### config.mk
export PLATFORM = sky130hd
export DESIGN_NAME = pc_sequencer_flat
export DESIGN_NICKNAME = d
export VERILOG_FILES = /design/src/rtl/pc_sequencer_if.sv /design/src/rtl/pc_sequencer.sv /design/src/flat_wrapper.sv
export SDC_FILE = /design/constraint.sdc
export NUM_CORES = 1
export LEC_CHECK = 0
export ABC_AREA = 0
export CAP_MARGIN = 0
export CORE_UTILIZATION = 33
export DETAILED_ROUTE_END_ITERATION = 10
export PLACE_DENSITY = 0.94
export SLEW_MARGIN = 25
export SYNTH_ARGS = -nofsm -noshare
export SYNTH_HDL_FRONTEND = slang
export SYNTH_SLANG_ARGS = --single-unit
### constraint.sdc
create_clock -name CLK -period 2.55 [get_ports CLK]
set_input_delay 0.3825 -clock CLK [delete_from_list [all_inputs] [get_ports CLK]]
set_output_delay 0.3825 -clock CLK [all_outputs]
set_load 0.05 [all_outputs]
### src/rtl/pc_sequencer_if.sv
// -----------------------------------------------------------------------------
// pc_sequencer_if
//
// Bundles the sequencer's control inputs and status outputs so the sequencer
// and whatever drives it (decode logic, or a bench) connect through a single
// port.
//
// Parameters:
//   AW   address width; must match the PC register width
//   SPW  stack-count width
//
// Signals:
//   PC_IN     current PC (PC register output)
//   OP        decoded op: 000 SEQ, 001 JMP, 010 BRF, 011 CALL, 100 RET, 101 HALT
//   TARGET    jump / branch / call destination
//   FLAG      branch condition for BRF
//   STALL     hold the PC and suppress every stack and state effect
//   NEXT_PC   value the PC register loads at the next clock edge
//   HALTED    high in HALT state
//   FAULT     high in FAULT state
//   OVF       sticky: CALL issued with the stack full
//   UNF       sticky: RET issued with the stack empty
//   SP_COUNT  number of valid return-stack entries
//
// Modports:
//   master  drives the op stream, observes the results
//   slave   the sequencer itself
// -----------------------------------------------------------------------------
interface pc_sequencer_if #(
    parameter int AW  = 8,
    parameter int SPW = 3
);
    logic [AW-1:0]  PC_IN;
    logic [2:0]     OP;
    logic [AW-1:0]  TARGET;
    logic           FLAG;
    logic           STALL;
    logic [AW-1:0]  NEXT_PC;
    logic           HALTED;
    logic           FAULT;
    logic           OVF;
    logic           UNF;
    logic [SPW-1:0] SP_COUNT;

    modport master (
        output PC_IN, OP, TARGET, FLAG, STALL,
        input  NEXT_PC, HALTED, FAULT, OVF, UNF, SP_COUNT
    );

    modport slave (
        input  PC_IN, OP, TARGET, FLAG, STALL,
        output NEXT_PC, HALTED, FAULT, OVF, UNF, SP_COUNT
    );
endinterface

### src/rtl/pc_sequencer.sv
// -----------------------------------------------------------------------------
// pc_sequencer
//
// Next-address generator for the PC register. Every cycle it picks the value
// the PC register loads next: sequential increment, jump, conditional branch,
// call (push return address) or return (pop return address). A small
// run/halt/fault state machine freezes the PC once HALT is executed or the
// return stack is misused.
//
// Build option:
//   PC_STACK_EN  defined   -> return stack, SP_COUNT, OVF and UNF are built.
//                undefined -> no stack storage; CALL acts as JMP, RET acts as
//                             SEQ, OVF/UNF/SP_COUNT read 0, FAULT never set.
//
// Parameters:
//   AW     address width (must match the PC register)
//   DEPTH  return-stack entries, 1..16
//   SPW    stack-count width, clog2(DEPTH+1)
//
// Ports:
//   CLK    rising-edge clock shared with the PC register
//   RESET  asynchronous, active-high reset
//   bus    pc_sequencer_if.slave: PC_IN, OP, TARGET, FLAG, STALL in;
//          NEXT_PC, HALTED, FAULT, OVF, UNF, SP_COUNT out
// -----------------------------------------------------------------------------
module pc_sequencer #(
    parameter int AW    = 8,
    parameter int DEPTH = 4,
    parameter int SPW   = 3
) (
    input  logic           CLK,
    input  logic           RESET,
    pc_sequencer_if.slave  bus
);

    localparam logic [2:0] OP_SEQ  = 3'b000;
    localparam logic [2:0] OP_JMP  = 3'b001;
    localparam logic [2:0] OP_BRF  = 3'b010;
    localparam logic [2:0] OP_CALL = 3'b011;
    localparam logic [2:0] OP_RET  = 3'b100;
    localparam logic [2:0] OP_HALT = 3'b101;

    typedef enum logic [1:0] {
        ST_RUN   = 2'd0,
        ST_HALT  = 2'd1,
        ST_FAULT = 2'd2
    } state_t;

    state_t        state;
    logic          halted_q;
    logic          fault_q;

    logic [AW-1:0] incr;
    logic [AW-1:0] next_pc;
    logic          go_halt;
    logic          go_fault;

    // Wraps naturally at 2^AW: all-ones + 1 becomes 0.
    assign incr = bus.PC_IN + AW'(1);

`ifdef PC_STACK_EN
    localparam int IW = (DEPTH > 1) ? $clog2(DEPTH) : 1;

    logic [AW-1:0]  stack_mem [DEPTH];
    logic [SPW-1:0] sp;
    logic           ovf_q;
    logic           unf_q;
    logic           full;
    logic           empty;
    logic [AW-1:0]  top;
    logic           do_push;
    logic           do_pop;
    logic           set_ovf;
    logic           set_unf;

    assign full  = (sp == SPW'(DEPTH));
    assign empty = (sp == '0);
    // Entries are plain registers, so the top is readable in the same cycle;
    // a CALL followed directly by RET sees the value pushed at the edge between.
    assign top   = empty ? '0 : stack_mem[IW'(sp - SPW'(1))];
`else
    // DEPTH only sizes the return stack; referenced here so the stackless
    // build keeps the same parameter list without an unused parameter.
    logic unused_depth;
    assign unused_depth = (DEPTH > 0);
`endif

    // -------------------------------------------------------------------------
    // Next-address selection and side-effect decode.
    // -------------------------------------------------------------------------
    always_comb begin
        // NOTE: every signal driven here gets a default before the case so no
        // path leaves it unassigned, which would otherwise infer a latch.
        next_pc  = bus.PC_IN;
        go_halt  = 1'b0;
        go_fault = 1'b0;
`ifdef PC_STACK_EN
        do_push  = 1'b0;
        do_pop   = 1'b0;
        set_ovf  = 1'b0;
        set_unf  = 1'b0;
`endif
        // STALL outranks every op; HALT/FAULT hold the PC regardless of inputs.
        if (state == ST_RUN && !bus.STALL) begin
            case (bus.OP)
                OP_JMP:  next_pc = bus.TARGET;
                OP_BRF:  next_pc = bus.FLAG ? bus.TARGET : incr;
`ifdef PC_STACK_EN
                OP_CALL: begin
                    if (full) begin
                        set_ovf  = 1'b1;
                        go_fault = 1'b1;
                    end else begin
                        next_pc = bus.TARGET;
                        do_push = 1'b1;
                    end
                end
                OP_RET: begin
                    if (empty) begin
                        set_unf  = 1'b1;
                        go_fault = 1'b1;
                    end else begin
                        next_pc = top;
                        do_pop  = 1'b1;
                    end
                end
`else
                OP_CALL: next_pc = bus.TARGET;
                OP_RET:  next_pc = incr;
`endif
                OP_HALT: go_halt = 1'b1;
                default: next_pc = incr;   // SEQ and the unused codes 110/111
            endcase
        end
    end

    // -------------------------------------------------------------------------
    // Run / halt / fault state machine with registered status outputs.
    // HALT and FAULT are exited only through RESET.
    // -------------------------------------------------------------------------
    always_ff @(posedge CLK or posedge RESET) begin
        // NOTE: sequential state uses non-blocking assignments so every
        // register samples pre-edge values, independent of statement order.
        if (RESET) begin
            state    <= ST_RUN;
            halted_q <= 1'b0;
            fault_q  <= 1'b0;
        end else if (state == ST_RUN) begin
            if (go_halt) begin
                state    <= ST_HALT;
                halted_q <= 1'b1;
            end else if (go_fault) begin
                state    <= ST_FAULT;
                fault_q  <= 1'b1;
            end
        end
    end

`ifdef PC_STACK_EN
    // -------------------------------------------------------------------------
    // Return stack. Push writes at index sp, pop only moves sp down.
    // -------------------------------------------------------------------------
    always_ff @(posedge CLK or posedge RESET) begin
        if (RESET) begin
            // NOTE: the stack is a handful of flops rather than a RAM macro, so
            // clearing it on reset is cheap and keeps every entry defined.
            for (int i = 0; i < DEPTH; i++) begin
                stack_mem[i] <= '0;
            end
            sp    <= '0;
            ovf_q <= 1'b0;
            unf_q <= 1'b0;
        end else begin
            if (do_push) begin
                stack_mem[IW'(sp)] <= incr;
                sp                 <= sp + SPW'(1);
            end else if (do_pop) begin
                sp <= sp - SPW'(1);
            end
            if (set_ovf) ovf_q <= 1'b1;
            if (set_unf) unf_q <= 1'b1;
        end
    end

    assign bus.SP_COUNT = sp;
    assign bus.OVF      = ovf_q;
    assign bus.UNF      = unf_q;
`else
    assign bus.SP_COUNT = '0;
    assign bus.OVF      = 1'b0;
    assign bus.UNF      = 1'b0;
`endif

    // The PC register must load 0 for as long as RESET is held.
    assign bus.NEXT_PC = RESET ? '0 : next_pc;
    assign bus.HALTED  = halted_q;
    assign bus.FAULT   = fault_q;

endmodule

### src/flat_wrapper.sv
// flat-port wrapper written by rule: the top's interface ports become plain ports
module pc_sequencer_flat 
#(
    parameter int AW    = 8,
    parameter int DEPTH = 4,
    parameter int SPW   = 3
)
  (CLK, RESET, bus_PC_IN, bus_OP, bus_TARGET, bus_FLAG, bus_STALL, bus_NEXT_PC, bus_HALTED, bus_FAULT, bus_OVF, bus_UNF, bus_SP_COUNT);
  pc_sequencer_if #(.AW(AW), .SPW(SPW)) bus_i ();
  input  logic CLK;
  input  logic RESET;
  input wire logic [$bits(bus_i.PC_IN)-1:0] bus_PC_IN;
  input wire logic [$bits(bus_i.OP)-1:0] bus_OP;
  input wire logic [$bits(bus_i.TARGET)-1:0] bus_TARGET;
  input wire logic [$bits(bus_i.FLAG)-1:0] bus_FLAG;
  input wire logic [$bits(bus_i.STALL)-1:0] bus_STALL;
  output wire logic [$bits(bus_i.NEXT_PC)-1:0] bus_NEXT_PC;
  output wire logic [$bits(bus_i.HALTED)-1:0] bus_HALTED;
  output wire logic [$bits(bus_i.FAULT)-1:0] bus_FAULT;
  output wire logic [$bits(bus_i.OVF)-1:0] bus_OVF;
  output wire logic [$bits(bus_i.UNF)-1:0] bus_UNF;
  output wire logic [$bits(bus_i.SP_COUNT)-1:0] bus_SP_COUNT;
  assign bus_i.PC_IN = bus_PC_IN;
  assign bus_i.OP = bus_OP;
  assign bus_i.TARGET = bus_TARGET;
  assign bus_i.FLAG = bus_FLAG;
  assign bus_i.STALL = bus_STALL;
  assign bus_NEXT_PC = bus_i.NEXT_PC;
  assign bus_HALTED = bus_i.HALTED;
  assign bus_FAULT = bus_i.FAULT;
  assign bus_OVF = bus_i.OVF;
  assign bus_UNF = bus_i.UNF;
  assign bus_SP_COUNT = bus_i.SP_COUNT;
  pc_sequencer #(.AW(AW), .DEPTH(DEPTH), .SPW(SPW)) u_core (.CLK(CLK), .RESET(RESET), .bus(bus_i));
endmodule
Word-level counts from Yosys, hierarchy flattened. Cells that the tools add are included. W data, S select, Z words.

Output and inout bits: 15. Logic and storage cells: 17. Bits of input ports: 23. Bits in latches: 0. Register bits: 1. Memory bits (writable): 0. Memory bits (read-only): 0. Memories kept: 0.

Order comparisons: 0. Add/subtract/negate cells: 1. Equal/unequal tests: 4. Multiply operators: 0. Bitwise logic cells: 0. Divide/modulo/power cells: 0. Mux-type cells: 6. Shift-type cells: 0. Reductions and logical operators: 5.

Operator list (number): $mux W8 (3); $pmux W8 S3 (1); $add A8 B1 Y8 const B (1); $eq A3 B2 Y1 const B (2); $eq A3 B1 Y1 const B (1); $eq A3 B3 Y1 const B (1); $logic_not A2 Y1 (1); $mux W1 (2); $reduce_and A2 Y1 (1); $reduce_or A2 Y1 (1); $logic_and A1 B1 Y1 (1); $logic_not A1 Y1 (1).

Longest topological paths before layout.
Word-level depth: 5. Gate-level depth with buffers: 5. Mapped depth without buffers: 5.

Least setup slack after synthesis. No wires, ideal clock.

Path type: flip-flop to output port. Start point: register u_core.bus.HALTED (netlist name). End point: output bus_NEXT_PC[3]. Cell stages (with the launch flop): 5. Data required time: 2.168 ns. Arrival time: 2.331 ns. Path slack: -0.163 ns. Path buffers: 0. Cells stage by stage: dfrtp_1 nor2_1 nand2_1 a22oi_1 a211oi_1.

RTL lines: end, declared (RTL line flat_wrapper.sv:17) `output wire logic [$bits(bus_i.NEXT_PC)-1:0] bus_NEXT_PC;`.

Worst setup path in the final report.
Start point: input bus_STALL. End point: output bus_NEXT_PC[0].

Cells in the longest elaborated chain, start to end: 4.

RTL lines: start, declared (RTL line flat_wrapper.sv:16) `input wire logic [$bits(bus_i.STALL)-1:0] bus_STALL;`; $logic_not A1 Y1 (RTL line pc_sequencer.sv:104) `if (state == ST_RUN && !bus.STALL) begin`; $logic_and A1 B1 Y1 (RTL line pc_sequencer.sv:104); $mux W8 (RTL line pc_sequencer.sv:104); $mux W8 (RTL line pc_sequencer.sv:195) `assign bus.NEXT_PC = RESET ? '0 : next_pc;`.

Every way passes these cells.

==> impl.org <==
** Die
- Vertical extent of the die :: 38.7 um
- For this design the top-level I/O count stands at 38.
- Area of the die :: 0.00150 sq mm
- Effective utilization at floorplan :: 37.9%
- Width of the die :: 38.7 um
- The region available for standard cell placement spans 0.00117 sq mm.
- Row generation in the floorplan step produced 12 rows.

** Synth
- The share of the Yosys chip area taken by registers is around 5.6%.
- Mux share of post-synthesis cell area :: 0%
- Post-synth design cell area :: around 440 sq um
- Post-synthesis simple-gate area fraction :: 23.9%
- For this run, the number of Yosys warnings is 0.
- Counting flops and latches in the post-synthesis netlist gives 1.
- Synthesized area per cell :: 6.63 sq um
- Synthesis instantiated 32 different standard cells from the library.
- Adder-cell share of the synthesized area :: 2.82%
- By area, the combinational part of the netlist is dominated by compound AO/OA/AOI/OAI gates.
- Summing the areas of all compound-gate instances in the mapped netlist gives 45.4% of the synthesized area.
- Of the total synthesized cell area, the portion taken by XOR and XNOR cells is 1.97%.
- In the synthesized netlist, the number of instances is 67.

** Detailed routing
- WL final :: 1420 um
- In the final routing, the length of wire on met1 measures 585 um.
- The first routing iteration left 13 violations.
- Routed wl met3 :: 58 um
- Remaining routing DRC violations :: 0
- After detailed routing, the number of vias per cell comes to 5.54.
- WL/cell :: ~13 um
- The routed layout has 615 vias.
- The first detailed-routing pass ran for 4 iterations.
- Antenna Violating Nets Remaining :: 0
- Summed over all nets, wire length on met2 after detailed routing comes to between 700 and 800 um.
- Highest routed layer :: met3

** STA
- Total Negative Setup Slacks :: 0 ps
- Min Hold Slack :: approximately 530 ps
- Setup violation total in the final timing report :: 0
- Period minus WS final :: 2370 ps
- The total count of hold-check failures in the final report is 0.
- Setup repair after global routing left no endpoint under its margin.
- Max Transition Viols Final :: 0
- After layout, the worst setup slack is around 180 ps.
- For this run, the top clock speed supported by timing is 422 MHz.
- Final clock skew :: 0 ps
- Part of the cycle the worst path needs :: between 90% and 100%

** Layout
- Fill cells in the final layout number 95.
- After routing the design area is ~870 sq um.
- Fraction of layout instances using a drive strength above 1 :: 20.6%
- The number of antenna diodes in the final layout is 0.
- The library cell used most frequently in the layout, excluding fill and tap cells, is clkdlybuf4s50_1.
- Final nets :: 123
- The number of flip-flops under the largest register name came to 1.
- In the final layout, the multi-input gates occupy 398 sq um.
- Final Util :: about three quarters
- Area overhead of the layout relative to synthesis :: 96.3%
- In the final layout, flip-flops and latches occupy ~25 sq um.
- Most used cells in the layout excluding fill and tap cells :: 23 x clkdlybuf4s50_1, 8 x buf_12, 7 x inv_1

** Critical path
- Endpoint of the most critical register-to-register path :: u_core.bus.HALTED
- The worst setup path is of the in -> out kind.
- Across all register-to-register paths, the minimum setup slack is 1880 ps.
- Of all nets on the critical path, the largest fanout is 7.
- STA classifies the critical path endpoint as an output pin.
- The worst register-to-register path begins at u_core.bus.HALTED.
- STA classifies the critical path startpoint as a primary input.
- Path depth of the worst reg2reg path :: 1
- WP data arrival :: 1990 ps
- Required time worst endpoint :: 2170 ps

** Min path
- Start point of the worst hold path :: u_core.bus.HALTED
- Tightest Hold Check Type :: reg -> reg
- Along the worst hold path, the cell count comes to 1.
- Hold-critical path endpoint :: u_core.bus.HALTED

** Power and ir drop
- For this design the static power due to leakage is 0.324 nW.
- Max IR drop VDD :: between 0.15 and 0.2 mV
- Dividing total power by cell area gives a power density of 253 mW/mm^2.

** Placed design
- At the placement stage, the worst setup path has a slack of between 150 and 200 ps.
- Placement-stage cell area :: 872 sq um
- Buffers placed on the I/O ports in this run total 31.
- Final weighted congestion of routability-driven global placement :: approximately 0.85
- Summed over all nets, the half-perimeter wirelength after detailed placement is about 1200 um.

** GRT
- Aggregate global routing overflow :: 0
- Maximum number of pins on one net before global-route repair :: 12
- The first global-routing pass estimated 2380 um of wire.
- Vias in the first global route :: 567
- The initial antenna violation count is 0.
- For this run, the total global-route usage over all layers was measured as 21.7%.

** CTS
- Clock Pin Slew Worst Setup and Hold Paths :: 0 ps
- Clock Latency Late Sink :: 0 ps
- The number of gates resized after CTS was 0.
- Hold-fix buffers at CTS :: 0
- Post-CTS repair timing setup buffer count :: 0

** Flow run
- The tool flagged a number of max-cap violations equal to 0.

** Outcome
- Outcome :: completed
## how the worst max path moves through the flow
stage                      start  cells after the start        endpoint
6_report               bus_STALL                      6  bus_NEXT_PC[0]
5_1_grt                bus_STALL                      6  bus_NEXT_PC[0]
4_1_cts                bus_OP[2]                      6  bus_NEXT_PC[0]
3_5_place_dp           bus_OP[2]                      6  bus_NEXT_PC[0]
3_3_place_gp        bus_PC_IN[0]                      7  bus_NEXT_PC[6]
2_1_floorplan  u_core.bus.HALTED                      3  bus_NEXT_PC[1]
## kinds of logic (layout without fill, tap and decap cells)
group / after synthesis / after routing
adder cells (fa/ha/maj): 1 / 1
flip-flops: 1 / 1
AND/OR/NAND/NOR: 21 / 21
XOR/XNOR: 1 / 1
other: 1 / 6
AO/OA/AOI/OAI: 27 / 27
buffers and inverters: 15 / 40
## per-stage QoR
stage	cells	total power [mW]
global route	111	0.231
floorplan	72	0.124
CTS	111	0.221
finish	111	0.221
global placement	111	0.217
detailed placement	111	0.221
## per-layer routing
layer / vias up / track usage, %
met1: 289 / 25.9
met3: 0 / 0
met2: 22 / 44.2
met4: 0 / 0.862
met5: - / 0
li1: 304 / -
## critical path, stage by stage
cell and delay [ps]:
clkdlybuf4s50_1 430, nor2_1 260, nand2_1 230, a211oi_1 400
a2111oi_4 110, buf_12 170
## cell usage after synthesis
| master | number | area [sq um] |
|---|---|---|
| a21oi_2 | 1 | 8.76 |
| xnor2_1 | 1 | 8.76 |
| a21o_2 | 1 | 8.76 |
| a21oi_1 | 4 | 20.0 |
| nor3b_1 | 1 | 7.51 |
| o21ai_0 | 4 | 20.0 |
| nand4_1 | 1 | 6.26 |
| nor4_1 | 1 | 6.26 |
| o21a_1 | 1 | 7.51 |
| nand3b_1 | 1 | 7.51 |
| inv_1 | 7 | 26.3 |
| or2_2 | 1 | 6.26 |
| ha_1 | 1 | 12.5 |
| and3_1 | 1 | 6.26 |
| nand2_1 | 4 | 15.0 |
| dfrtp_1 | 1 | 25.0 |
| a211oi_1 | 3 | 22.5 |
| nand3_1 | 5 | 25.0 |
| a221oi_1 | 1 | 8.76 |
| conb_1 | 1 | 3.75 |
| nor2_2 | 1 | 6.26 |
| o31ai_1 | 1 | 7.51 |
| a32oi_1 | 3 | 26.3 |
| a22oi_1 | 3 | 22.5 |
| a2111oi_2 | 1 | 15.0 |
| clkbuf_1 | 1 | 3.75 |
| o32ai_1 | 3 | 26.3 |
| o21bai_1 | 1 | 7.51 |
| nor3_1 | 1 | 5.00 |
| nor2_1 | 4 | 15.0 |
| buf_6 | 1 | 11.3 |
| buf_4 | 6 | 45.0 |
## report_power, final
group / switching, mW / total [mW] / internal [mW] / leakage (nW)
Sequential: 0.000815 / 0.0178 / 0.0170 / 0.00900
Clock: 0 / 0 / 0 / 0
Combinational: 0.111 / 0.203 / 0.0922 / 0.315
## area by class of cell
class	count	area share [%]
sequential	1	2.87
timing repair buffer	33	46.5
tap	14	2.01
multi-input combinational	56	45.6
inverter	7	3.01
Note: power is estimated with default switching activity, not from simulation.
